--- src/rtl/logicnet_ens_vote.sv ---
// Ensemble vote for LogicNet classifiers.
// Per-class scores from NUM_ENS ensemble members are summed, one member per
// beat. The summed scores are then scanned one class per cycle to find the
// argmax, and the winning class and its score are held until the consumer
// takes them.
module logicnet_ens_vote #(
  parameter  int NUM_CLASSES = 10,
  parameter  int SCORE_W     = 2,
  parameter  int NUM_ENS     = 4,
  localparam int ACC_W       = SCORE_W + $clog2(NUM_ENS),
  localparam int CLS_W       = $clog2(NUM_CLASSES)
) (
  input  logic                           clk,
  input  logic                           rst,
  input  logic                           in_valid,
  output logic                           in_ready,
  input  logic [NUM_CLASSES*SCORE_W-1:0] in_scores,
  output logic                           out_valid,
  input  logic                           out_ready,
  output logic [CLS_W-1:0]               out_class,
  output logic [ACC_W-1:0]               out_score
);

  localparam int CNT_W = $clog2(NUM_ENS);

  typedef enum logic [1:0] {ACCUM, SCAN, HOLD} state_t;

  state_t            r_state;
  state_t            w_next;
  logic [CNT_W-1:0]  r_cnt;
  // Set for one cycle after the final beat of a sample has been taken.
  // The scan starts in the cycle after that. The beat port stays closed
  // meanwhile so that no new beat can overwrite the finished sums.
  logic              r_last;
  logic [CLS_W-1:0]  r_idx;
  logic [CLS_W-1:0]  r_best_cls;
  logic [ACC_W-1:0]  r_best_score;
  logic [ACC_W-1:0]  r_acc [NUM_CLASSES];

  logic              w_accept;
  logic              w_scan_last;
  logic [ACC_W-1:0]  w_cand;
  logic [CLS_W-1:0]  w_best_cls;
  logic [ACC_W-1:0]  w_best_score;

  assign in_ready    = (r_state == ACCUM) && !r_last;
  assign w_accept    = in_valid && in_ready;
  assign out_valid   = (r_state == HOLD);
  assign w_scan_last = (r_idx == CLS_W'(NUM_CLASSES - 1));

  // Next-state logic: accumulate, then scan, then hold until the result is taken
  always_comb begin
    w_next = r_state;
    case (r_state)
      ACCUM:   if (r_last)      w_next = SCAN;
      SCAN:    if (w_scan_last) w_next = HOLD;
      HOLD:    if (out_ready)   w_next = ACCUM;
      default:                  w_next = ACCUM;
    endcase
  end

  // Argmax step: class 0 seeds the best; later classes replace it only when strictly greater
  always_comb begin
    w_cand       = r_acc[r_idx];
    w_best_cls   = r_best_cls;
    w_best_score = r_best_score;
    if ((r_idx == '0) || (w_cand > r_best_score)) begin
      w_best_cls   = r_idx;
      w_best_score = w_cand;
    end
  end

  // Control state: FSM, member counter, scan index, running best and held result
  always_ff @(posedge clk) begin
    if (rst) begin
      r_state      <= ACCUM;
      r_cnt        <= '0;
      r_last       <= 1'b0;
      r_idx        <= '0;
      r_best_cls   <= '0;
      r_best_score <= '0;
      out_class    <= '0;
      out_score    <= '0;
    end else begin
      r_state <= w_next;
      if (r_last) begin
        r_last <= 1'b0;
      end else if (w_accept) begin
        if (r_cnt == CNT_W'(NUM_ENS - 1)) begin
          r_cnt  <= '0;
          r_last <= 1'b1;
        end else begin
          r_cnt <= r_cnt + 1'b1;
        end
      end
      if (r_state == SCAN) begin
        r_idx        <= w_scan_last ? '0 : r_idx + 1'b1;
        r_best_cls   <= w_best_cls;
        r_best_score <= w_best_score;
        if (w_scan_last) begin
          out_class <= w_best_cls;
          out_score <= w_best_score;
        end
      end
    end
  end

  // Per-class sums: the first beat of a sample loads and later beats add, so no reset is needed
  always_ff @(posedge clk) begin
    if (w_accept && !rst) begin
      for (int c = 0; c < NUM_CLASSES; c++) begin
        r_acc[c] <= ((r_cnt == '0) ? '0 : r_acc[c]) +
                    ACC_W'(in_scores[c*SCORE_W +: SCORE_W]);
      end
    end
  end

endmodule

--- config.mk ---
export PLATFORM = sky130hd
export DESIGN_NAME = logicnet_ens_vote
export DESIGN_NICKNAME = d
export VERILOG_FILES = /design/src/rtl/logicnet_ens_vote.sv
export SDC_FILE = /design/constraint.sdc
export NUM_CORES = 1
export LEC_CHECK = 0
export CAP_MARGIN = 20
export CORE_AREA = 2 2 85 87
export CTS_BUF_LIST = sky130_fd_sc_hd__clkbuf_4 sky130_fd_sc_hd__clkbuf_8
export DETAILED_ROUTE_END_ITERATION = 12
export DIE_AREA = 0 0 87 89
export GPL_ROUTABILITY_DRIVEN = 0
export HOLD_SLACK_MARGIN = 0.06
export PLACE_DENSITY = 0.93
export SETUP_SLACK_MARGIN = 0.3
export SKIP_LAST_GASP = 1
export SLEW_MARGIN = 20
export SYNTH_ARGS = -nofsm -noshare
export SYNTH_HDL_FRONTEND = slang
export SYNTH_SLANG_ARGS = --single-unit
--- constraint.sdc ---
create_clock -name clk -period 4.8 [get_ports clk]
set_input_delay 0.72 -clock clk [delete_from_list [all_inputs] [get_ports clk]]
set_output_delay 0.72 -clock clk [all_outputs]
set_load 0.01 [all_outputs]
==> results of run 1 <==
==> metal layers <==
layer / part of all wire / vias to the layer above
li1: - / 1330
met1: 0.42 / 1271
met2: 0.51 / 61
met3: 0.042 / 24
met4: 0.029 / 0
met5: 0 / -
==> synth_stat cells, types with 2 or more instances <==
master	count	area share
a2111oi_1	2	0.0050
a2111oi_2	2	0.0075
a211oi_1	6	0.011
a21oi_1	16	0.020
a32oi_1	2	0.0044
buf_6	2	0.0056
clkbuf_1	7	0.0065
dfxtp_1	29	0.14
edfxtp_1	40	0.30
fa_1	10	0.050
ha_1	26	0.081
inv_1	45	0.042
mux2_2	2	0.0056
mux2i_1	21	0.052
mux4_2	4	0.022
nand2_1	10	0.0093
nand2b_1	11	0.017
nand3_1	3	0.0037
nor2_1	40	0.037
nor2b_1	36	0.056
nor3_1	7	0.0087
o21ai_1	4	0.0050
xnor2_1	21	0.046
==> sequential cells by signal, summed over array words and instances, names as in the netlist, named ones only <==
name	cells
out_class	4
out_score	4
r_acc	40
r_best_cls	4
r_best_score	4
r_cnt	2
r_idx	4
r_last	1
r_state	2
==> where the power goes <==
part | switching, mW | internal [mW]
Combinational | 0.0920 | 0.0874
Sequential | 0.0177 | 0.662
Clock | 0.238 | 0.245
Total | 0.348 | 0.995
==> area by class of cell <==
cell class | instances | area [sq um]
Tap cell | 80 | 100
Clock inverter | 6 | 61.3
Sequential cell | 69 | 1780
Multi-Input combinational cell | 244 | 1980
Fill cell | 487 | 2120
Timing Repair Buffer | 37 | 373
Clock buffer | 10 | 131
Inverter | 45 | 169
==> kinds of logic after synthesis <==
family	count (synthesis)	synth area share
xor+xnor	22	0.0480
compound gates	41	0.0738
mux	28	0.0832
buf+inv	58	0.0654
simple gates	117	0.155
flops	69	0.443
fa+ha+maj	36	0.131
==> metrics by stage <==
step	instances	setup slack, ps	power [mW]
after floorplan	371	1730	0.806
after global placement	474	1450	0.856
after detailed placement	474	1190	0.867
after CTS	490	1150	1.35
after global routing	491	886	1.40
final	491	1180	1.34
==> worst paths after layout <==
| path | to | cells past startpoint | slack (ps) | from |
|---|---|---|---|---|
| max reg2reg | out_score[1]$_SDFFE_PP0P_ | 9 | 1180 | flop |
| min | out_class[2]$_SDFFE_PP0P_ | 2 | 460 | out_class[2]$_SDFFE_PP0P_ |
| max | out_score[1]$_SDFFE_PP0P_ | 9 | 1180 | flop |
| min reg2reg | out_class[2]$_SDFFE_PP0P_ | 2 | 460 | out_class[2]$_SDFFE_PP0P_ |
==> worst register-to-register path, cell delays in order (launching register included) <==
cell and delay (ps):
dfxtp_1 1030, mux2i_1 170, mux4_2 520, o21ai_1 190
ha_1 270, nor2b_1 130, o211a_2 280, o21ai_4 360
nor3_1 100, a2111oi_1 450
==> metrics.log, run 1 <==
INFO  metric worst_hold_slack_after_final_layout = 456 ps
INFO  metric core_region_area = 0.00672 sq mm
INFO  metric vias_per_cell = around 5.5
INFO  metric cts_repair_resize_count = 0
INFO  metric worst-path-buf-inv = 0
INFO  metric n_antenna_cell = 0
INFO  metric result_of_the_run = finished clean
INFO  metric ir_worst_vdd = around 0.18 mV
INFO  metric synthesis.yosys.warnings = 0
INFO  metric fp.dieW = 87 um
INFO  metric starting_density = 0.598
INFO  metric final_common_cell = inv_1
INFO  metric detailed_place_hpwl = 5.25 mm
INFO  metric slowest_delay = 1030 ps
INFO  metric grt.met3_usage = 0.0600
INFO  metric clk_path_buf_depth = 2
INFO  metric syn_inst = 371
INFO  metric drt_first_pass_iters = 4
INFO  metric path_max_fanout = 20
INFO  metric drive_gt1_frac = 0.0925
INFO  metric path_delay_family = compound AO/OA/AOI/OAI gates
INFO  metric post_layout_net_count = 466
INFO  metric first_pass_grt_wire_length = 13.0 mm
INFO  metric worstMarginPinSlew = 1060 ps
INFO  metric critPathRequiredTime = approximately 5000 ps
INFO  metric route.antenna.remaining_nets = 0
INFO  metric routed_wl = around 7.6 mm
INFO  metric dominantRegCellSynth = edfxtp_1
INFO  metric ctsHoldBuffers = 0
INFO  metric fin_hold_viols = 0
INFO  metric total_of_buffers_placed_on_input_and_output_ports = 33
INFO  metric met1_usage = 0.275
INFO  metric cts.repair_timing.setup_buffer_count = 0
INFO  metric numCtsBuffers = 9
INFO  metric leakagePower = about 1.7 nW
INFO  metric timing.max_cap.violations = 0
INFO  metric critPathSlowestCell = dfxtp_1
INFO  metric first_global_vias = about 2800
INFO  metric most_frequent_cells_in_the_layout = inv_1 (45), edfxtp_1 (40), nor2_1 (39), nor2b_1 (36), clkdlybuf4s50_1 (33)
INFO  metric final_core_utilization = 0.685
INFO  metric synth_enable_flop_cells = 40
INFO  metric cts_tree = built
INFO  metric post_layout_instance_area = 0.00460 sq mm
INFO  metric floorplan.die_area = about 0.0077 sq mm
INFO  metric finalCriticalPeriod = 3620 ps
INFO  metric critPathArrivalTime = 3850 ps
INFO  metric grt_util_met2 = 0.372
INFO  metric layer_with_the_highest_usage_after_global_routing = met2
INFO  metric syn-num-nets = 431
INFO  metric row_count = 30
INFO  metric cts_root_buffer = clkbuf_8
INFO  metric dr.first_iter.drc_count = between 150 and 200
INFO  metric synth.distinct_cells = 48
INFO  metric detail_route.drc_violations = 0
INFO  metric cp-end-kind = flop
INFO  metric timing_worst_setup_path_type = reg2reg
INFO  metric synth_seq_area_share = 0.443
INFO  metric cts.reportedPaths.clkPinSlew = roughly 80 ps
INFO  metric synthArstFlopShare = 0
INFO  metric hold_class = reg2reg
INFO  metric worst_slew_margin_rel = 0.290
INFO  metric report.final.setup_viol = 0
INFO  metric p_per_area = 292 mW/mm^2
INFO  metric ioPinCount = 34
INFO  metric mappedNetlistArea = 0.00402 sq mm
INFO  metric grt_start_max_net_pins = 42
INFO  metric number_of_antenna_violations_at_the_first_check_in_global_routing = 0
INFO  metric worstSetupStartpointType = flop
INFO  metric path_cells = mux2i_1 > mux4_2 > o21ai_1 > ha_1 > nor2b_1 > o211a_2 > o21ai_4 > nor3_1 > a2111oi_1
INFO  metric groute.usage.overall = 0.225
INFO  metric fin_setup_tns = 0 ps
INFO  metric clock_sinks = 69
INFO  metric worst_skew_pair.late_latency = 360 ps
INFO  metric clock_tree.htree_level_count = 3
INFO  metric postSynthRegisterBits = between 60 and 70
INFO  metric final_max_slew_viol_count = 0
INFO  metric areaGrowthSynthToFinish = 14.5%
INFO  metric rsz_0062_raised_after_global_routing = false
INFO  metric detailed_place.area = 0.00438 sq mm
INFO  metric maxClockFrequency = about 280 MHz
INFO  metric fin_clk_skew = 10.3 ps
INFO  metric routed-via-count = 2686
INFO  metric grt.overflow.total = 0
INFO  metric die_height = between 80 and 90 um
INFO  metric synthesis.area_per_instance = 10.8 sq um
INFO  metric fin_crit_sh = 0.755
INFO  metric avgRoutedWirePerCell = approximately 16 um
Note: power is estimated with default switching activity, not from simulation.
==> run 2: changes to the inputs <==
--- a/config.mk
+++ b/config.mk
@@ -6,13 +6,13 @@
 export NUM_CORES = 1
 export LEC_CHECK = 0
 export CAP_MARGIN = 20
-export CORE_AREA = 2 2 85 87
+export CORE_AREA = 2 2 90 92
 export CTS_BUF_LIST = sky130_fd_sc_hd__clkbuf_4 sky130_fd_sc_hd__clkbuf_8
 export DETAILED_ROUTE_END_ITERATION = 12
-export DIE_AREA = 0 0 87 89
+export DIE_AREA = 0 0 92 94
 export GPL_ROUTABILITY_DRIVEN = 0
 export HOLD_SLACK_MARGIN = 0.06
-export PLACE_DENSITY = 0.93
+export PLACE_DENSITY = 0.88
 export SETUP_SLACK_MARGIN = 0.3
 export SKIP_LAST_GASP = 1
 export SLEW_MARGIN = 20
==> constraint.sdc (replaced) <==
create_clock -name clk -period 3.2 [get_ports clk]
set_input_delay 0.48 -clock clk [delete_from_list [all_inputs] [get_ports clk]]
set_output_delay 0.48 -clock clk [all_outputs]
set_load 0.01 [all_outputs]
==> metrics.log, run 2 (synthesis results as in run 1) <==
INFO  metric floorplan.die_area = 0.00865 sq mm
INFO  metric groute.usage.overall = 0.189
INFO  metric fin_crit_sh = 0.863
INFO  metric drt_first_pass_iters = 4
INFO  metric hold_class = reg2reg
INFO  metric core_region_area = 0.00761 sq mm
INFO  metric slowest_delay = ~490 ps
INFO  metric cts.reportedPaths.clkPinSlew = 80 ps
INFO  metric crit_path_end = out_class[1]$_SDFFE_PP0P_
INFO  metric post_layout_net_count = 471
INFO  metric critPathArrivalTime = about 3000 ps
INFO  metric path_depth = 11
INFO  metric grt_start_max_net_pins = 41
INFO  metric vias_per_cell = 5.27
INFO  metric reg2reg_to = out_class[1]$_SDFFE_PP0P_
INFO  metric clock_tree.htree_level_count = 3
INFO  metric clock_power_share = 0.385
INFO  metric grt.overflow.total = 0
INFO  metric combinational_fraction_of_design_power = 0.126
INFO  metric detailed_place_hpwl = 5.44 mm
INFO  metric fin_clk_skew = 7.50 ps
INFO  metric rsz_0062_raised_after_global_routing = false
INFO  metric drive_gt1_frac = 0.108
INFO  metric path_max_fanout = 10
INFO  metric clk_path_buf_depth = 2
INFO  metric worst_skew_pair.late_latency = 360 ps
INFO  metric finalCriticalPeriod = 2760 ps
INFO  metric dr.first_iter.drc_count = around 130
INFO  metric power.share.switching = 0.249
INFO  metric regToRegSetupSlack = 440 ps
INFO  metric report.final.setup_viol = 0
INFO  metric largest_register_ffs = 40
INFO  metric maxClockFrequency = 362 MHz
INFO  metric final_max_slew_viol_count = 0
INFO  metric path_delay_family = multiplexers
INFO  metric fp.dieW = 92 um
INFO  metric numCtsBuffers = 9
INFO  metric fin_setup_tns = 0 ps
INFO  metric regMostFlops = r_acc
INFO  metric route.antenna.remaining_nets = 0
INFO  metric routed_wl = around 7.5 mm
INFO  metric result_of_the_run = finished clean
INFO  metric fin_total_pwr = 2.08 mW
INFO  metric cts_root_buffer = clkbuf_8
INFO  metric die_height = approximately 94 um
INFO  metric row_count = 32
INFO  metric leakagePower = 1.79 nW
INFO  metric critPathSlowestCell = mux4_2
INFO  metric timing_worst_setup_path_type = reg2reg
INFO  metric cp-end-kind = flop
INFO  metric most_frequent_cells_in_the_layout = inv_1 (45), edfxtp_1 (40), nor2_1 (39), nor2b_1 (36), clkdlybuf4s50_1 (33)
INFO  metric cell_internal_pwr = 1.56 mW
INFO  metric cts_tree = built
INFO  metric critPathRequiredTime = 3440 ps
INFO  metric routed-via-count = between 2000 and 3000
INFO  metric p_per_area = 441 mW/mm^2
INFO  metric starting_density = 0.528
INFO  metric n_antenna_cell = 0
INFO  metric worst_slew_margin_rel = 0.523
INFO  metric cp_common_cell = mux2i_1
INFO  metric first_global_vias = 2811
INFO  metric number_of_antenna_violations_at_the_first_check_in_global_routing = 0
INFO  metric detail_route.drc_violations = 0
INFO  metric netSwitchingPower = 518 uW
INFO  metric first_pass_grt_wire_length = about 13 mm
INFO  metric ir_worst_vdd = 0.257 mV
INFO  metric fin_hold_viols = 0
INFO  metric areaGrowthSynthToFinish = 17.4%
INFO  metric ioPinCount = 34
INFO  metric clock_sinks = 69
INFO  metric final.fill_count = ~620
INFO  metric share_seq_of_total_power = 0.490
INFO  metric avgRoutedWirePerCell = 14.4 um
INFO  metric worst-path-buf-inv = 2
INFO  metric reg2regPathDepth = 11
INFO  metric total_of_buffers_placed_on_input_and_output_ports = 33
INFO  metric path_cells = buf_12 > mux2i_1 > mux4_2 > o21ai_2 > ha_1 > nor2b_1 > o211a_2 > o21ai_4 > buf_4 > mux2i_1 > a211oi_1
INFO  metric final_common_cell = inv_1
INFO  metric timing.max_cap.violations = 0
INFO  metric worstMarginPinSlew = 714 ps
INFO  metric worstSetupStartpointType = flop
run 2: worst min path at each step:
stage                                          from                         to  slack [ps]  depth (start not counted)
after detailed placement  out_class[2]$_SDFFE_PP0P_  out_class[2]$_SDFFE_PP0P_         460                          2
after CTS                 out_class[2]$_SDFFE_PP0P_  out_class[2]$_SDFFE_PP0P_         470                          2
after floorplan             r_state[1]$_SDFFE_PP0P_    r_state[0]$_SDFFE_PP0P_         440                          1
after global routing      out_class[2]$_SDFFE_PP0P_  out_class[2]$_SDFFE_PP0P_         500                          2
final                     out_class[2]$_SDFFE_PP0P_  out_class[2]$_SDFFE_PP0P_         460                          2
after global placement    out_class[2]$_SDFFE_PP0P_  out_class[2]$_SDFFE_PP0P_         440                          2
run 2: layer usage:
layer	up-vias	track usage	part of all wire
met3	11	0.0457	0.037
met1	1324	0.231	0.43
met5	-	0	0
met4	0	0.0734	0.013
met2	53	0.324	0.51
li1	1340	-	-
run 2: what timing repair did:
| item | CTS | global route |
|---|---|---|
| endpoints found under the setup margin | 4 | 11 |
| setup buffers | 3 | 1 |
| hold buffers | 0 | 0 |
| pin swaps | 1 | 3 |
| resized for setup | 0 | 3 |
| gates cloned | 0 | 1 |
run 2: final cells by class:
class / count / area (sq um) / share of cell area
Multi-Input combinational cell: 244 / 1990 / 0.422
Sequential cell: 69 / 1780 / 0.378
Timing Repair Buffer: 42 / 428 / 0.0907
Inverter: 45 / 169 / 0.0358
Tap cell: 102 / 128 / 0.0271
Clock buffer: 9 / 124 / 0.0263
Clock inverter: 7 / 96.3 / 0.0204
run 2: tightest hold or removal path: stages, from the launching register on:
cell	delay, ps
dfxtp_1	320
nand2_1	50
a21oi_1	50
run 2: power by group through the flow:
stage | logic (mW) | registers [mW] | clock network [mW]
floorplan | 0.181 | 1.03 | 0
finish | 0.262 | 1.02 | 0.800
global route | 0.298 | 1.02 | 0.861
CTS | 0.264 | 1.02 | 0.816
detailed placement | 0.262 | 1.04 | 0
global placement | 0.244 | 1.04 | 0
run 2: stage by stage:
| stage | cell area (sq um) | cells | util | hold slack, ps | setup slack [ps] |
|---|---|---|---|---|---|
| floorplan | 4020 | 371 | - | 444 | 566 |
| global placement | 4430 | 497 | 0.583 | 444 | 397 |
| detailed placement | 4430 | 497 | 0.583 | 456 | 239 |
| CTS | 4670 | 516 | 0.614 | 469 | 327 |
| global route | 4720 | 518 | 0.620 | 505 | 324 |
| finish | 4720 | 518 | 0.620 | 463 | 438 |
